--- src/rtl/conv_window_streamer_if.sv ---
// Bus bundle for conv_window_streamer: word load port, run control and 64-bit AXI-Stream master.
// master = streamer side, slave = host loader / downstream sink side.
interface conv_window_streamer_if #(
   parameter int TDATA_WIDTH = 64
);
   logic                     ld_valid;
   logic                     ld_ready;
   logic [31:0]              ld_data;
   logic                     ld_kernel;
   logic                     start;
   logic                     busy;
   logic                     done;
   logic                     M_AXIS_TVALID;
   logic [TDATA_WIDTH-1:0]   M_AXIS_TDATA;
   logic [TDATA_WIDTH/8-1:0] M_AXIS_TSTRB;
   logic                     M_AXIS_TLAST;
   logic                     M_AXIS_TREADY;

   modport master (
      input  ld_valid, ld_data, ld_kernel, start, M_AXIS_TREADY,
      output ld_ready, busy, done, M_AXIS_TVALID, M_AXIS_TDATA, M_AXIS_TSTRB, M_AXIS_TLAST
   );

   modport slave (
      output ld_valid, ld_data, ld_kernel, start, M_AXIS_TREADY,
      input  ld_ready, busy, done, M_AXIS_TVALID, M_AXIS_TDATA, M_AXIS_TSTRB, M_AXIS_TLAST
   );
endinterface

--- src/rtl/conv_window_streamer.sv ---
// Buffers an image and kernel, then streams {coeff, pixel} pairs for every 2-D convolution tap.
// Define CONV_STREAM_PAD_EN for zero-padded "same" convolution; default is valid mode.
module conv_window_streamer #(
   parameter int C_M_AXIS_TDATA_WIDTH = 64,
   parameter int CONV_SIZE            = 8,
   parameter int KERNEL_SIZE          = 3
) (
   input logic                    M_AXIS_ACLK,
   input logic                    M_AXIS_ARESETN,
   conv_window_streamer_if.master bus
);
   localparam int IMG_N = CONV_SIZE * CONV_SIZE;
   localparam int KER_N = KERNEL_SIZE * KERNEL_SIZE;
   localparam int IW    = $clog2(IMG_N + 1);
   localparam int KW    = $clog2(KER_N + 1);
   localparam int AW    = (IMG_N > 1) ? $clog2(IMG_N) : 1;
   localparam int KAW   = (KER_N > 1) ? $clog2(KER_N) : 1;
`ifdef CONV_STREAM_PAD_EN
   localparam int OUT   = CONV_SIZE;
   localparam int PAD   = (KERNEL_SIZE - 1) / 2;
`else
   localparam int OUT   = CONV_SIZE - KERNEL_SIZE + 1;
`endif
   localparam int OW    = (OUT > 1) ? $clog2(OUT) : 1;
   localparam int TW    = (KERNEL_SIZE > 1) ? $clog2(KERNEL_SIZE) : 1;
   localparam int SW    = ((OW > TW) ? OW : TW) + 1;

   typedef enum logic [1:0] {S_LOAD, S_ARMED, S_STREAM, S_DONE} state_t;

   state_t                          state_q, state_d;
   logic [IW-1:0]                   img_cnt_q, img_cnt_d;
   logic [KW-1:0]                   ker_cnt_q, ker_cnt_d;
   logic [OW-1:0]                   oy_q, oy_d, ox_q, ox_d;
   logic [TW-1:0]                   ky_q, ky_d, kx_q, kx_d;
   logic                            tvalid_q, tvalid_d, tlast_q, tlast_d;
   logic                            busy_q, busy_d, done_q, done_d;
   logic [C_M_AXIS_TDATA_WIDTH-1:0] tdata_q, tdata_d;

   logic [31:0] image_mem  [IMG_N];
   logic [31:0] kernel_mem [KER_N];

   logic            img_full, ker_full, ld_ready, ld_fire, last_beat;
   logic [OW-1:0]   nxt_oy, nxt_ox, sel_oy, sel_ox;
   logic [TW-1:0]   nxt_ky, nxt_kx, sel_ky, sel_kx;
   logic [SW-1:0]   row_idx, col_idx;
   logic [AW-1:0]   img_addr;
   logic [KAW-1:0]  ker_addr;
   logic [31:0]     pixel, coeff;
   logic            sel_tap_last;

   assign img_full = (img_cnt_q == IW'(IMG_N));
   assign ker_full = (ker_cnt_q == KW'(KER_N));
   assign ld_ready = M_AXIS_ARESETN && (state_q == S_LOAD) &&
                     !(bus.ld_kernel ? ker_full : img_full);
   assign ld_fire  = bus.ld_valid && ld_ready;

   always_ff @(posedge M_AXIS_ACLK) begin
      if (ld_fire && bus.ld_kernel) kernel_mem[ker_cnt_q[KAW-1:0]] <= bus.ld_data;
      if (ld_fire && !bus.ld_kernel) image_mem[img_cnt_q[AW-1:0]] <= bus.ld_data;
   end

   // Successor of the tap currently held in the output register.
   always_comb begin
      nxt_kx = kx_q + 1'b1;
      nxt_ky = ky_q;
      nxt_ox = ox_q;
      nxt_oy = oy_q;
      if (kx_q == TW'(KERNEL_SIZE - 1)) begin
         nxt_kx = '0;
         if (ky_q == TW'(KERNEL_SIZE - 1)) begin
            nxt_ky = '0;
            if (ox_q == OW'(OUT - 1)) begin
               nxt_ox = '0;
               nxt_oy = (oy_q == OW'(OUT - 1)) ? '0 : oy_q + 1'b1;
            end else begin
               nxt_ox = ox_q + 1'b1;
            end
         end else begin
            nxt_ky = ky_q + 1'b1;
         end
      end
   end

   assign last_beat = (kx_q == TW'(KERNEL_SIZE - 1)) && (ky_q == TW'(KERNEL_SIZE - 1)) &&
                      (ox_q == OW'(OUT - 1)) && (oy_q == OW'(OUT - 1));

   // ARMED fetches beat 0 so it lands in the output register with the start.
   assign sel_oy = (state_q == S_ARMED) ? '0 : nxt_oy;
   assign sel_ox = (state_q == S_ARMED) ? '0 : nxt_ox;
   assign sel_ky = (state_q == S_ARMED) ? '0 : nxt_ky;
   assign sel_kx = (state_q == S_ARMED) ? '0 : nxt_kx;
   assign sel_tap_last = (sel_ky == TW'(KERNEL_SIZE - 1)) && (sel_kx == TW'(KERNEL_SIZE - 1));

   assign ker_addr = KAW'(sel_ky) * KAW'(KERNEL_SIZE) + KAW'(sel_kx);
   assign coeff    = kernel_mem[ker_addr];

`ifdef CONV_STREAM_PAD_EN
   logic [SW-1:0] row_sum, col_sum;
   logic          in_range;
   assign row_sum  = SW'(sel_oy) + SW'(sel_ky);
   assign col_sum  = SW'(sel_ox) + SW'(sel_kx);
   // Shifted sums stay unsigned: a coordinate below PAD is the top/left halo.
   assign in_range = (row_sum >= SW'(PAD)) && (row_sum < SW'(CONV_SIZE + PAD)) &&
                     (col_sum >= SW'(PAD)) && (col_sum < SW'(CONV_SIZE + PAD));
   assign row_idx  = row_sum - SW'(PAD);
   assign col_idx  = col_sum - SW'(PAD);
   assign img_addr = AW'(row_idx) * AW'(CONV_SIZE) + AW'(col_idx);
   assign pixel    = in_range ? image_mem[img_addr] : 32'h0;
`else
   assign row_idx  = SW'(sel_oy) + SW'(sel_ky);
   assign col_idx  = SW'(sel_ox) + SW'(sel_kx);
   assign img_addr = AW'(row_idx) * AW'(CONV_SIZE) + AW'(col_idx);
   assign pixel    = image_mem[img_addr];
`endif

   always_comb begin
      state_d   = state_q;
      img_cnt_d = img_cnt_q;
      ker_cnt_d = ker_cnt_q;
      oy_d      = oy_q;
      ox_d      = ox_q;
      ky_d      = ky_q;
      kx_d      = kx_q;
      tvalid_d  = tvalid_q;
      tlast_d   = tlast_q;
      tdata_d   = tdata_q;
      busy_d    = busy_q;
      done_d    = 1'b0;
      case (state_q)
         S_LOAD: begin
            if (ld_fire && bus.ld_kernel) ker_cnt_d = ker_cnt_q + 1'b1;
            if (ld_fire && !bus.ld_kernel) img_cnt_d = img_cnt_q + 1'b1;
            if ((img_cnt_d == IW'(IMG_N)) && (ker_cnt_d == KW'(KER_N))) state_d = S_ARMED;
         end
         S_ARMED: begin
            if (bus.start) begin
               state_d  = S_STREAM;
               busy_d   = 1'b1;
               tvalid_d = 1'b1;
               tdata_d  = {coeff, pixel};
               tlast_d  = sel_tap_last;
               oy_d     = '0;
               ox_d     = '0;
               ky_d     = '0;
               kx_d     = '0;
            end
         end
         S_STREAM: begin
            if (tvalid_q && bus.M_AXIS_TREADY) begin
               if (last_beat) begin
                  state_d  = S_DONE;
                  tvalid_d = 1'b0;
                  tlast_d  = 1'b0;
                  busy_d   = 1'b0;
                  done_d   = 1'b1;
               end else begin
                  oy_d    = nxt_oy;
                  ox_d    = nxt_ox;
                  ky_d    = nxt_ky;
                  kx_d    = nxt_kx;
                  tdata_d = {coeff, pixel};
                  tlast_d = sel_tap_last;
               end
            end
         end
         S_DONE: begin
            state_d   = S_LOAD;
            img_cnt_d = '0;
            ker_cnt_d = '0;
         end
         default: state_d = S_LOAD;
      endcase
   end

   always_ff @(posedge M_AXIS_ACLK) begin
      if (!M_AXIS_ARESETN) begin
         state_q   <= S_LOAD;
         img_cnt_q <= '0;
         ker_cnt_q <= '0;
         oy_q      <= '0;
         ox_q      <= '0;
         ky_q      <= '0;
         kx_q      <= '0;
         tvalid_q  <= 1'b0;
         tlast_q   <= 1'b0;
         tdata_q   <= '0;
         busy_q    <= 1'b0;
         done_q    <= 1'b0;
      end else begin
         state_q   <= state_d;
         img_cnt_q <= img_cnt_d;
         ker_cnt_q <= ker_cnt_d;
         oy_q      <= oy_d;
         ox_q      <= ox_d;
         ky_q      <= ky_d;
         kx_q      <= kx_d;
         tvalid_q  <= tvalid_d;
         tlast_q   <= tlast_d;
         tdata_q   <= tdata_d;
         busy_q    <= busy_d;
         done_q    <= done_d;
      end
   end

   assign bus.ld_ready      = ld_ready;
   assign bus.busy          = busy_q;
   assign bus.done          = done_q;
   assign bus.M_AXIS_TVALID = tvalid_q;
   assign bus.M_AXIS_TDATA  = tdata_q;
   assign bus.M_AXIS_TSTRB  = '1;
   assign bus.M_AXIS_TLAST  = tlast_q;
endmodule

--- src/flat_wrapper.sv ---
// flat-port wrapper written by rule: the top's interface ports become plain ports
module conv_window_streamer_flat 
#(
   parameter int C_M_AXIS_TDATA_WIDTH = 64,
   parameter int CONV_SIZE            = 8,
   parameter int KERNEL_SIZE          = 3
)
  (M_AXIS_ACLK, M_AXIS_ARESETN, bus_ld_valid, bus_ld_data, bus_ld_kernel, bus_start, bus_M_AXIS_TREADY, bus_ld_ready, bus_busy, bus_done, bus_M_AXIS_TVALID, bus_M_AXIS_TDATA, bus_M_AXIS_TSTRB, bus_M_AXIS_TLAST);
  conv_window_streamer_if bus_i ();
  input logic M_AXIS_ACLK;
  input logic M_AXIS_ARESETN;
  input wire logic [$bits(bus_i.ld_valid)-1:0] bus_ld_valid;
  input wire logic [$bits(bus_i.ld_data)-1:0] bus_ld_data;
  input wire logic [$bits(bus_i.ld_kernel)-1:0] bus_ld_kernel;
  input wire logic [$bits(bus_i.start)-1:0] bus_start;
  input wire logic [$bits(bus_i.M_AXIS_TREADY)-1:0] bus_M_AXIS_TREADY;
  output wire logic [$bits(bus_i.ld_ready)-1:0] bus_ld_ready;
  output wire logic [$bits(bus_i.busy)-1:0] bus_busy;
  output wire logic [$bits(bus_i.done)-1:0] bus_done;
  output wire logic [$bits(bus_i.M_AXIS_TVALID)-1:0] bus_M_AXIS_TVALID;
  output wire logic [$bits(bus_i.M_AXIS_TDATA)-1:0] bus_M_AXIS_TDATA;
  output wire logic [$bits(bus_i.M_AXIS_TSTRB)-1:0] bus_M_AXIS_TSTRB;
  output wire logic [$bits(bus_i.M_AXIS_TLAST)-1:0] bus_M_AXIS_TLAST;
  assign bus_i.ld_valid = bus_ld_valid;
  assign bus_i.ld_data = bus_ld_data;
  assign bus_i.ld_kernel = bus_ld_kernel;
  assign bus_i.start = bus_start;
  assign bus_i.M_AXIS_TREADY = bus_M_AXIS_TREADY;
  assign bus_ld_ready = bus_i.ld_ready;
  assign bus_busy = bus_i.busy;
  assign bus_done = bus_i.done;
  assign bus_M_AXIS_TVALID = bus_i.M_AXIS_TVALID;
  assign bus_M_AXIS_TDATA = bus_i.M_AXIS_TDATA;
  assign bus_M_AXIS_TSTRB = bus_i.M_AXIS_TSTRB;
  assign bus_M_AXIS_TLAST = bus_i.M_AXIS_TLAST;
  conv_window_streamer #(.C_M_AXIS_TDATA_WIDTH(C_M_AXIS_TDATA_WIDTH), .CONV_SIZE(CONV_SIZE), .KERNEL_SIZE(KERNEL_SIZE)) u_core (.M_AXIS_ACLK(M_AXIS_ACLK), .M_AXIS_ARESETN(M_AXIS_ARESETN), .bus(bus_i));
endmodule
--- config.mk ---
export PLATFORM = sky130hd
export DESIGN_NAME = conv_window_streamer_flat
export DESIGN_NICKNAME = d
export VERILOG_FILES = /design/src/rtl/conv_window_streamer_if.sv /design/src/rtl/conv_window_streamer.sv /design/src/flat_wrapper.sv
export SDC_FILE = /design/constraint.sdc
export NUM_CORES = 2
export LEC_CHECK = 0
export CAP_MARGIN = 25
export CORE_ASPECT_RATIO = 2
export CORE_MARGIN = 2
export CORE_UTILIZATION = 30
export DETAILED_ROUTE_END_ITERATION = 6
export HOLD_SLACK_MARGIN = 0.05
export PLACE_DENSITY_LB_ADDON = 0.08
export SYNTH_ARGS = -nofsm -noshare
export SYNTH_HDL_FRONTEND = slang
export SYNTH_SLANG_ARGS = --single-unit
--- constraint.sdc ---
create_clock -name M_AXIS_ACLK -period 4.4 [get_ports M_AXIS_ACLK]
set_input_delay 0.88 -clock M_AXIS_ACLK [delete_from_list [all_inputs] [get_ports M_AXIS_ACLK]]
set_output_delay 0.88 -clock M_AXIS_ACLK [all_outputs]
set_load 0.05 [all_outputs]
Word-level counts from Yosys, hierarchy flattened
Memory sizes are Yosys's and may differ from the RTL's.
Index checks and enable logic that the tools add are counted.
{"block": "word_totals", "register_bits": 90, "wordCells": 120, "ramBits": 2336, "out_inout_bits": 77, "in_bits": 38, "n_memories": 2}
{"memory": "u_core.image_mem", "depth": 64, "width": 32, "read_ports": 1, "rd_clocked_by_memory_dff": 0, "write_ports": 1, "line_no": "conv_window_streamer.sv:39", "text": "logic [31:0] image_mem [IMG_N];"}
{"memory": "u_core.kernel_mem", "depth": 9, "width": 32, "read_ports": 1, "rd_clocked_by_memory_dff": 0, "write_ports": 1, "line_no": "conv_window_streamer.sv:40", "text": "logic [31:0] kernel_mem [KER_N];"}
{"block": "classes", "n_mul": 1, "muxes": 57, "add_sub_neg": 10, "eq_ne": 18, "n_reduce_logical": 21}
{"operator": "$mux W64", "n": 3}
{"operator": "$pmux W64 S2", "n": 1}
{"operator": "$mux W3", "n": 14}
{"operator": "$mux W2", "n": 14}
{"operator": "$eq A7 B7 Y1 const B", "n": 2}
{"operator": "$mux W7", "n": 2}
{"operator": "$pmux W7 S2", "n": 1}
{"operator": "$eq A2 B2 Y1 const B", "n": 6}
{"operator": "$mux W1", "n": 12}
{"operator": "$pmux W3 S2", "n": 2}
{"operator": "$reduce_and A4 Y1", "n": 3}
{"operator": "$logic_and A1 B1 Y1", "n": 11}
{"operator": "$eq A4 B4 Y1 const B", "n": 2}
{"operator": "$mux W4", "n": 2}
{"operator": "$pmux W2 S2", "n": 2}
{"operator": "$pmux W2 S4", "n": 1}
{"operator": "$pmux W4 S2", "n": 1}
{"operator": "$add A7 B1 Y7 const B", "n": 1}
{"operator": "$add A3 B1 Y3 const B", "n": 2}
{"operator": "$add A6 B4 Y6", "n": 1}
{"operator": "$eq A3 B3 Y1 const B", "n": 2}
{"operator": "$ne A2 B2 Y1 const B", "n": 3}
{"operator": "$reduce_and A3 Y1", "n": 2}
{"operator": "$add A2 B1 Y2 const B", "n": 2}
{"operator": "11 further kinds", "n": 15}

Logic depth before layout (Yosys ltp)
{"block": "depth", "ltp_word": 12, "ltp_mapped": 20, "ltp_nobuf": 15}

Worst setup path after synthesis
Ideal clock, no wire load.
{"block": "synth_timing", "path_kind": "register -> register", "from": "register u_core.ky_q[1]", "to": "register u_core.tdata_q[23] (netlist: u_core.bus.M_AXIS_TDATA[23])", "setup_ps": 128, "n_path_buf": 5, "slack_ps": 411, "stages_incl_launch_ff": 17, "arrival_time_ps": 3861, "t_required_ps": 4272, "period_less_slack_ps": 3989, "cell_sequence": "dfxtp_1 -> nor4bb_1 -> buf_2 -> nand2_1 -> nor3_1 -> a21oi_1 -> or2_2 -> fa_1 -> clkbuf_1 -> clkbuf_1 -> clkbuf_1 -> clkbuf_1 -> mux4_2 -> mux2i_1 -> nor3_1 -> nor4_1 -> a211oi_1"}
{"block": "synth_via", "elab_chain_cells": 10, "elab_cells_between_ends": 24, "cone_classes": "add/sub: 4; eq/ne: 2; mux: 13; reduce/logical: 4; memory: 1"}
{"item": "start, declared", "line_no": "conv_window_streamer.sv:34", "text": "logic [TW-1:0] ky_q, ky_d, kx_q, kx_d;"}
{"item": "start signal, assigned", "line_no": "conv_window_streamer.sv:195", "text": "ky_q <= ky_d;"}
{"item": "$add A2 B1 Y2 or $eq A2 B2 Y1 (tied branches)", "line_no": "conv_window_streamer.sv:79, conv_window_streamer.sv:70, conv_window_streamer.sv:84"}
{"item": "$mux W2 or $mux W3 (tied branches)", "line_no": "conv_window_streamer.sv:70", "text": "if (ky_q == TW'(KERNEL_SIZE - 1)) begin"}
{"item": "$mux W2 or $mux W3 (tied branches)", "line_no": "conv_window_streamer.sv:68", "text": "if (kx_q == TW'(KERNEL_SIZE - 1)) begin"}
{"item": "$mux W2, or another cell as far along", "line_no": "conv_window_streamer.sv:90", "text": "assign sel_ky = (state_q == S_ARMED) ? '0 : nxt_ky;"}
{"item": "$add A3 B2 Y3 or $add A3 B2 Y4 (tied branches)", "line_no": "conv_window_streamer.sv:110, conv_window_streamer.sv:111"}
{"item": "$add A6 B4 Y6", "line_no": "conv_window_streamer.sv:112", "text": "assign img_addr = AW'(row_idx) * AW'(CONV_SIZE) + AW'(col_idx);"}
{"item": "$mem_v2 Z64 W32"}
{"item": "$mux W64", "line_no": "conv_window_streamer.sv:150", "text": "if (last_beat) begin"}
{"item": "$mux W64", "line_no": "conv_window_streamer.sv:149", "text": "if (tvalid_q && bus.M_AXIS_TREADY) begin"}
{"item": "$pmux W64 S2", "line_no": "conv_window_streamer.sv:129", "text": "case (state_q)"}
{"item": "end signal, assigned", "line_no": "conv_window_streamer.sv:199", "text": "tdata_q <= tdata_d;"}
{"item": "end, declared", "line_no": "conv_window_streamer.sv:37", "text": "logic [C_M_AXIS_TDATA_WIDTH-1:0] tdata_q, tdata_d;"}
Parallel ways exist; a longest one is shown, timed or not. The select of a mux whose other input is x is not followed.
A chain may end at the register's enable or synchronous reset.

Worst setup path after layout
{"block": "layout_timing", "from": "register u_core.kx_q[0]", "to": "register u_core.tdata_q[12] (netlist: u_core.bus.M_AXIS_TDATA[12])"}
{"block": "layout_via", "elab_chain_cells": 9, "elab_cells_between_ends": 23, "cone_classes": "add/sub: 4; eq/ne: 2; mux: 12; reduce/logical: 4; memory: 1"}
{"item": "start, declared", "line_no": "conv_window_streamer.sv:34"}
{"item": "start signal, assigned", "line_no": "conv_window_streamer.sv:196", "text": "kx_q <= kx_d;"}
{"item": "$add A2 B1 Y2 or $eq A2 B2 Y1 (tied branches)", "line_no": "conv_window_streamer.sv:64, conv_window_streamer.sv:68, conv_window_streamer.sv:84"}
{"item": "$mux W2 or $mux W3 (tied branches)", "line_no": "conv_window_streamer.sv:68"}
{"item": "$mux W2, or another cell as far along", "line_no": "conv_window_streamer.sv:91", "text": "assign sel_kx = (state_q == S_ARMED) ? '0 : nxt_kx;"}
{"item": "$add A3 B2 Y4 or $add A3 B2 Y3 (tied branches)", "line_no": "conv_window_streamer.sv:111, conv_window_streamer.sv:110"}
{"item": "$add A6 B4 Y6", "line_no": "conv_window_streamer.sv:112"}
{"item": "$mem_v2 Z64 W32"}
{"item": "$mux W64", "line_no": "conv_window_streamer.sv:150"}
{"item": "$mux W64", "line_no": "conv_window_streamer.sv:149"}
{"item": "$pmux W64 S2", "line_no": "conv_window_streamer.sv:129"}
Parallel ways exist; a longest one is shown, timed or not. The select of a mux whose other input is x is not followed.

==> key figures <==
Floorplanning
  • Die Ht: 796 um
  • Die Wd: 400 um
  • Std cell rows: 290
  • CORE AREA: 0.312 mm2
  • DIE AREA: 0.318 mm2
  • Ports: 115
  • Starting density of the core: 30.2%

Yosys
  • Main flop type after synthesis: edfxtp_1
  • Syn Inst Count: 5046
  • Synth warnings: 0
  • Post-synth EDFFs: 2336
  • Seq cells post-synth: 2426
  • Sequential share of the synthesized area: 76.6%
  • Netlist cell types: 76
  • Mean area per synthesized cell: 18.6 um2
  • Synth top area share: 74.6%
  • Most frequent cells after synthesis: edfxtp_1, nand2_1, mux4_2, clkbuf_1, mux2i_1
  • Yosys top cell by area: edfxtp_1
  • Mapped cell area: 0.0940 mm2
  • Top-count cell post-synth: edfxtp_1
  • Synth top area cells: edfxtp_1, mux4_2, nand2_1
  • Synth async-reset ratio: 0%

Cells and area
  • Layout cells sized above 1: 31.0%
  • Final Instance Count excl. Fillers: 10.2k
  • FILL cells: 28.7k
  • # nets final: 5931
  • Area Growth Syn to Fin: 25.0%

Drt
  • Wirelength per Cell: 33.7 um
  • DR vias: 52.0k
  • Post-route ant nets: 0
  • Post-route DRC: 0
  • Initial DRC count: 4336
  • Vias/cell: 5.12
  • Pre-antenna DRT Iters: 7
  • Detailed Route WL: 342000 um

STA
  • Crit share post-route: 100%
  • WHS: 0.376 ns
  • Final Hold Vio Count: 0
  • Fin. max-slew vios: 0
  • Max Clk Rate: 0.227 GHz
  • Worst-Margin Slew: 1.12 ns
  • Setup violators final: 1
  • Setup Skew: 0.0508 ns
  • RSZ-0062 raised after global routing: yes
  • Fin crit period: 4.41 ns
  • Slew margin rel.: 25.0%
  • Fin worst setup slack: -0.0144 ns

Power and ir drop
  • Worst vdd ir: 0.309 mV
  • Leakage: 0.0379 uW
  • PwrDens: 387 mW/mm2
  • Pwr Total: 45400 uW

Clock network
  • Clock Latency Late Sink: 0.90 ns
  • TritonCTS sink count: 2426
  • CTS buffer count: 225
  • CTS tree: done
  • Hold bufs inserted after CTS: 0
  • Clk root buf: clkbuf_16
  • Clock buffer depth: 4
  • H-tree level count: 4
  • Clock slew at reported path FFs: 0.07 ns

Global routing
  • GRT Resource Usage Total: 21.1%
  • Initial antenna violation count: 43
  • First-pass GRT wire length: 462000 um
  • Vias in the first global route: 54.1k
  • Largest net degree at the start of global routing: 94
  • GRT overflow: 0

Min path
  • Hold WC Path Type: primary input to register
  • Worst Hold Depth: 1

Setup path
  • Reg2reg end: u_core.bus.M_AXIS_TDATA[12]
  • Critical path launch point type: register
  • R2r setup slk: -0.01 ns
  • Crit. End Element: register
  • Worst setup path class: register to register
  • End point of the critical path: u_core.bus.M_AXIS_TDATA[12]
  • Reg-to-reg startpoint: u_core.kx_q[0]
  • Maximum fanout along the worst path: 6
  • Critical path data required time: 5.23 ns
  • Critical path startpoint: u_core.kx_q[0]
  • Reg2reg path depth: 17
  • CP Data Arrival Time: 5.24 ns

Placed design
  • DP HPWL: 220000 um
  • Inst Count DP: 9589
  • Count of input and output buffers: 106
  • Final GP Congestion: 0.824
  • Place WS: -0.802 ns

Job
  • Max_cap viols: 0

Outcome
  • Failing checks: setup timing
  • Outcome: finished, violations left
worst min-delay path by stage:
stage                           startpoint                          end  slack [ns]
2_1_floorplan            u_core.state_q[1]            u_core.state_q[1]        0.47
3_3_place_gp   u_core.bus.M_AXIS_TDATA[35]  u_core.bus.M_AXIS_TDATA[35]        0.45
3_5_place_dp   u_core.bus.M_AXIS_TDATA[43]  u_core.bus.M_AXIS_TDATA[43]        0.46
4_1_cts                    bus_ld_data[15]     u_core.image_mem[14][15]        0.31
5_1_grt                    bus_ld_data[28]      u_core.image_mem[8][28]        0.32
6_report                   bus_ld_data[28]      u_core.image_mem[5][28]        0.38
through the flow:
stage	instance area, um2	util (%)	TNS, ns
after floorplan	94000	-	0
after global placement	107000	34.2	-26.16
after detailed placement	107000	34.3	-13.96
after CTS	115000	37.0	-0.251
after global routing	117000	37.7	-0.932
final	117000	37.7	-0.0144
worst max-delay path, stage by stage, from the launching register on:
cell,delay (ns)
dfxtp_2,0.34
nor4bb_4,0.27
buf_4,0.17
nand2_4,0.06
nor3_4,0.14
a21oi_2,0.04
or2_4,0.26
fa_4,0.51
or4_4,0.43
and4_4,0.26
buf_12,0.19
buf_16,0.17
buf_16,0.14
mux2i_2,0.15
a22oi_1,0.20
a31oi_2,0.21
a211oi_4,0.57
o21a_1,0.19
per-layer routing:
metal | wire (um) | global-route usage, % | vias up
met5 | 27 | 0 | -
met4 | 17800 | 9.53 | 4
met3 | 13000 | 2.05 | 429
met2 | 183000 | 38.5 | 1316
met1 | 128000 | 24.6 | 28230
li1 | - | - | 22023
state kept, by name, summed over array words and instances, names as in the netlist:
signal                    count
u_core.kernel_mem           288
u_core.ox_q                   3
u_core.bus.M_AXIS_TLAST       1
u_core.image_mem           2048
u_core.ky_q                   2
u_core.oy_q                   3
u_core.ker_cnt_q              4
u_core.bus.M_AXIS_TVALID      1
u_core.kx_q                   2
u_core.bus.M_AXIS_TDATA      64
u_core.bus.done               1
u_core.img_cnt_q              7
u_core.state_q                2
layout make-up:
type	count	area (um2)	share of cell area (%)
Antenna cell	21	52.6	0.0447
Clock buffer	274	5820	4.96
Clock inverter	132	1150	0.983
Inverter	20	81.3	0.0692
Multi-Input combinational cell	2300	22600	19.3
Sequential cell	2426	72000	61.3
Tap cell	4088	5110	4.35
Timing Repair Buffer	899	10600	9.06
power breakdown:
part | leakage, uW | total, uW | switching [uW] | internal, uW
logic | 0.0128 | 659 | 573 | 85.7
clock network | 0.00342 | 19500 | 8920 | 10600
registers | 0.0217 | 25300 | 7.46 | 25300
repair_timing:
action,4_1_cts,5_1_grt
pin swaps,52,93
resized for setup,193,210
buffers inserted,47,82
endpoints found under the hold margin,0,0
endpoints found under the setup margin,34,57
gates cloned,10,16
logic make-up (layout without fill, tap and decap cells):
group	Yosys count	after routing	synth area share, %
DFF	2426	2426	76.6
and+or+nand+nor	1087	1087	5.07
muxes	603	603	12.1
AOI/OAI and AO/OA	577	577	4.34
buffers and inverters	327	1325	1.58
adders and majority gates	21	21	0.312
xor gates and xnor gates	4	4	0.0533
other	1	29	0.00399
cells in the final DEF, fill, tap and decap left out, types with 30 or more instances in the layout:
master           instances
mux2i_1                140
nor2_4                  78
clkdlybuf4s50_1         72
a31oi_1                 65
clkbuf_16              245
o21ai_0                 47
a21oi_1                 64
a21boi_0                38
a32oi_1                 38
dfxtp_1                 88
nand2_1                663
clkbuf_1                48
nand3_1                102
clkinv_2                43
buf_12                 203
nand4_1                 33
edfxtp_1              2336
nor2_1                  35
buf_4                  504
a22oi_1                 30
mux4_2                 424
clkinv_1                58
o211ai_1                60
buf_6                   42
Power figures use the tool's default switching activity.
